<file path="src/rtl/updown_mod_counter.sv">
// rtl/updown_mod_counter.sv - synchronous modulo-N up/down counter with load, enable, saturate and terminal count
module updown_mod_counter #(
  parameter int     WIDTH     = 3,
  parameter longint MODULUS   = 8,
  parameter longint RESET_VAL = MODULUS - 1,
  parameter bit     SATURATE  = 1'b0
) (
  input  logic             clk,
  input  logic             rst,
  input  logic             en,
  input  logic             up_dn,
  input  logic             load,
  input  logic [WIDTH-1:0] load_val,
  output logic [WIDTH-1:0] q,
  output logic [WIDTH-1:0] qbar,
  output logic             tc,
  output logic             wrap
);

  // MODULUS may be 2^WIDTH, so bounds are compared in 64 bits to avoid truncation.
  localparam logic [WIDTH-1:0] MAX_Q = WIDTH'(MODULUS - 1);
  localparam logic [WIDTH-1:0] RST_Q = WIDTH'(RESET_VAL);
  localparam logic [63:0]      MOD64 = 64'(MODULUS);

  logic             at_top;
  logic             at_bot;
  logic [WIDTH-1:0] q_next;
  logic             wrap_next;

  assign at_top = (q == MAX_Q);
  assign at_bot = (q == '0);
  assign qbar   = ~q;
  assign tc     = en & (up_dn ? at_top : at_bot);

  always_comb begin
    q_next    = q;
    wrap_next = 1'b0;
    if (load) begin
      q_next = (64'(load_val) < MOD64) ? load_val : MAX_Q;
    end else if (en) begin
      if (up_dn) begin
        if (!at_top) begin
          q_next = q + WIDTH'(1);
        end else if (!SATURATE) begin
          q_next    = '0;
          wrap_next = 1'b1;
        end
      end else begin
        if (!at_bot) begin
          q_next = q - WIDTH'(1);
        end else if (!SATURATE) begin
          q_next    = MAX_Q;
          wrap_next = 1'b1;
        end
      end
    end
  end

  always_ff @(posedge clk or posedge rst) begin
    if (rst) begin
      q    <= RST_Q;
      wrap <= 1'b0;
    end else begin
      q    <= q_next;
      wrap <= wrap_next;
    end
  end

endmodule

</file>
<file path="config.mk">
export PLATFORM = sky130hd
export DESIGN_NAME = updown_mod_counter
export DESIGN_NICKNAME = d
export VERILOG_FILES = /design/src/rtl/updown_mod_counter.sv
export SDC_FILE = /design/constraint.sdc
export NUM_CORES = 1
export LEC_CHECK = 0
export BUFFER_PORTS_ARGS = -buffer_cell sky130_fd_sc_hd__buf_4
export CAP_MARGIN = 10
export CORE_AREA = 2 2 39 41
export DETAILED_ROUTE_END_ITERATION = 12
export DIE_AREA = 0 0 41 43
export PLACE_DENSITY = 0.46
export SLEW_MARGIN = 20
export SYNTH_ARGS = -nofsm -noshare
export SYNTH_HDL_FRONTEND = slang
export SYNTH_SLANG_ARGS = --single-unit
</file>
<file path="constraint.sdc">
create_clock -name clk -period 1.8 [get_ports clk]
set_input_delay 0.27 -clock clk [delete_from_list [all_inputs] [get_ports clk]]
set_output_delay 0.27 -clock clk [all_outputs]
set_load 0.1 [all_outputs]
</file>
Word level (Yosys, flattened, before mapping)
Cells that the tools add are included.

Flip-flop bits (word level): 4. Latch bits: 0. Bits in writable memories: 0. Memory bits (read-only): 0. Input bits: 8. Logic and storage cells: 20. Memories kept: 0.

Add/sub/neg operators: 2. $mul: 0. Divide/modulo/power cells: 0. Magnitude comparators: 0. Equality and inequality tests: 1. Shift operators: 0. Mux-type cells: 11. Bitwise logic cells: 2. Reduce and logical (&&, ||, !) cells: 2.

Operators with widths (number): 2-to-1 mux 3 bit (5); 2-to-1 mux 1 bit (6); adder 3 x 1 -> 3 bit, second input constant (1); == test 3 bit, second input constant (1); logical NOT 3 bit (1); NOT 3 bit (1); subtractor 3 x 1 -> 3 bit, second input constant (1); nonzero test 2 bit (1); bitwise AND 1 bit (1).

Longest topological paths before layout
Word-level depth: 5. Mapped depth: 5.

Worst setup path before layout
OpenSTA, ideal clock, no wires.

Kind: register -> output. From: reg q[1]. To: out tc. Arrival: 3329 ps. Slack: -1799 ps. Stages on the path, launching flop included: 5. Path through: dfstp_2 > inv_1 > ha_1 > or3b_4 > a21boi_1.

Word-level cells in the longest chain between the ends: 3. Elaborated cells on any way between the ends: 4. Those cells by class: eq/ne: 1; mux: 1; bitwise: 1; reduce/logical: 1.

RTL lines: start: declaration (RTL line 14) `output logic [WIDTH-1:0] q,`; start signal: assignment (RTL line 64) `q <= q_next;`; == test 3 bit / logical NOT 3 bit (equally long branches) (RTL line 30, 31); 2-to-1 mux 1 bit * (RTL line 33) `assign tc = en & (up_dn ? at_top : at_bot);`; bitwise AND 1 bit * (RTL line 33); end: declaration (RTL line 16) `output logic tc,`.

Mark *: on every way between the ends. The rest lies on a longest branch, timed or not.

Final worst setup path
Same ends and word-level chain as after synthesis.

==> reports/qor.txt <==
status -> complete, but fails checks
violated checks -> negative setup slack
Clock Path Buffers -> 2
Final Non-Filler Cells -> 76
FF-to-FF Start -> q[1]
Pre-Repair DR Iteration Count -> 2
WHS -> 253.7 ps
Slowest cell on crit path -> dfstp_4
fin nets -> 73
VDD IR-drop max -> 0.2667 mV
Synth Flop Type -> dfstp_2
Buf+Inv Stages, Crit Path -> 2
Reg2Reg Setup Slack -> -30 ps
Initial Utilization -> 22.42%
Syn Nets -> 47
post-synthesis xor/xnor area fraction -> 0%
Hold Path Class -> primary input to flip-flop
power share of the clock group -> 22.2%
Pwr Density -> 926.6 nW/um^2
H-tree depth -> 1
via/cell ratio -> 4.263
max_cap viols -> 0
Die Height -> 43 um
Tmin final -> 1947 ps
Hold Crit Start -> en
post-synthesis compound-gate area fraction -> 22.98%
Slew headroom -> 81.82%
Worst path top cell family by delay -> flip-flops
mean area per synthesized cell -> 8.866 um^2
Hold Path Cell Cnt -> 2
Core Area -> 1384 um^2
Remaining DRCs -> 0
RR Endpoint -> q[2]
total chip power -> 540.2 uW
Die X -> 41 um
die area -> 1763 um^2
Worst path max stage delay -> 470 ps
global-route wire length before repair -> 1186 um
Sink Count -> 4
placed cell area -> 496.7 um^2
final worst path period share -> 108.1%
number of DRC markers in iteration 0 -> 7
CP Max Fanout -> 3
routed wire length -> 793 um
switching share of power -> 46.82%
Final ANT Viol Nets -> 0
CP Cell Sequence -> clkinvlp_4 -> ha_4 -> or3b_4 -> a21boi_4 -> buf_12
pin count of the biggest net entering global routing -> 9
FFs w/ async S/R, synth -> 100.0%
IO Count -> 16
register area share after synthesis -> 33.47%
#FFs+latches synth -> 4
total CTS buffers -> 3
final hold violations -> 0
Clock Skews -> 4.459 ps
Clock Latency Late Sink -> 230 ps
row count -> 14
FILL cells -> 146
Yosys top cell by area -> dfstp_2
hpwl dp -> 643.4 um
CP Class -> flip-flop to output port
vias -> 324
CTS tree -> built
combinational family with the most area after synthesis -> compound AO/OA/AOI/OAI gates
initial antenna violation count -> 0
switching power of the nets -> 253.0 uW
post-synthesis cell type count -> 20
worst r2r path cells -> 7
Post-Synth Adder-Cell Area -> 16.13%
Antenna diodes -> 0
placed insts -> 68
PortBufs -> 15
vias in the first global route -> 284
slew at the pin closest to its max-slew limit -> 268.4 ps
Post-Syn Area -> 310.3 um^2
share of the synthesized area in the top cell type -> 25.40%
sequential power share -> 23.2%
Logic pwr share -> 54.6%
multiplexer area fraction after synthesis -> 0%
Slew Limit Fails -> 0
Pleak -> 0.2681 nW
total track usage -> 10.25%
Area growth syn-to-layout -> 87.90%
Worst Slack Setup Final -> -146.6 ps
grt ovf -> 0
CTS clk-pin slew, worst paths -> 40 ps
hold path endpoint -> q[1]
Multi-input gate area -> 226.5 um^2
Routed WL per cell -> 10.43 um
Post-synth EDFFs -> 0
register area -> 111.4 um^2
Final setup viols -> 2
Req. time, crit path -> 1530 ps
crit path DAT -> 1680 ps
Worst setup SP type -> flip-flop
clock root cell -> clkbuf_4
Synth Instances -> 35
RePlAce Congestion -> 0.7528
unrepaired setup endpoints after global routing -> yes
simple-gate portion of the synthesized area -> 21.37%
YS warnings -> 0
Synth area leaders -> dfstp_2 (25%), ha_1 (16%), dfrtp_1 (8.1%)
P_int -> 287.3 uW
post-route design area -> 583.1 um^2
f_max -> 513.7 MHz
fraction of layout cells with a size suffix above 1 -> 58.33%
CP endpoint kind -> output port
cell families after synthesis:
family	Yosys count
AO/OA/AOI/OAI	10
buffers and inverters	5
AND/OR/NAND/NOR	12
adder cells (fa/ha/maj)	4
flip-flops	4
state kept, by name (all words and copies together) (netlist names):
| signal | count |
|---|---|
| wrap | 1 |
| q | 3 |
placed cells by master (no fill, tap or decap), types with 2 or more instances in the layout:
cell | Yosys | layout
nand2_1 | 5 | 4
inv_1 | 5 | 3
clkbuf_4 | 0 | 3
ha_2 | 0 | 3
buf_4 | 0 | 19
nor2b_1 | 2 | 2
clkinvlp_4 | 0 | 2
dfstp_4 | 0 | 2
routing by layer:
metal	track usage, %	share of wire, %
met2	14.69	46
met1	13.55	46
met3	0.5236	7.3
met4	8.000	0
met5	0	0
what timing repair did:
action,CTS,global route
setup endpoints to repair,1,2
hold endpoints to repair,1,0
pin swaps,1,2
hold buffers,1,0
gates resized for setup,7,2
setup buffers,3,0
metrics by stage:
step / utilization [%] / setup TNS [ps] / setup WS, ps
global placement: 35.90 / -6.127 / -6.127
detailed placement: 35.90 / -6.151 / -6.151
finish: 42.13 / -179.1 / -146.6
global route: 42.13 / -295.7 / -197.1
CTS: 41.95 / -196.9 / -158.1
floorplan: - / -2359 / -631.7
power by group through the flow:
| stage | Combinational (mW) | Clock, mW | Sequential [mW] |
|---|---|---|---|
| floorplan | 0.137 | 0 | 0.195 |
| global placement | 0.278 | 0 | 0.126 |
| detailed placement | 0.277 | 0 | 0.126 |
| CTS | 0.297 | 0.125 | 0.125 |
| global route | 0.313 | 0.130 | 0.127 |
| finish | 0.295 | 0.120 | 0.125 |
Yosys cell counts (2+ instances only):
| library cell | n |
|---|---|
| nor2b_1 | 2 |
| dfstp_2 | 3 |
| nand2_1 | 5 |
| ha_1 | 4 |
| o21ai_0 | 2 |
| inv_1 | 5 |
worst max-delay path by stage:
stage               from  to  slack [ps]  depth (start not counted)
detailed placement  q[0]  tc          -6                          5
finish              q[1]  tc        -150                          5
global placement    q[0]  tc          -6                          5
CTS                 q[1]  tc        -160                          5
global route        q[1]  tc        -200                          5
floorplan           q[1]  tc        -630                          4
final cells by class:
cell class	count	area share, %
Multi-Input combinational cell	26	38.84
Timing Repair Buffer	21	29.61
Sequential cell	4	19.10
Clock buffer	4	4.506
Inverter	5	4.506
Tap cell	16	3.433
(Power assumes the default switching activity.)
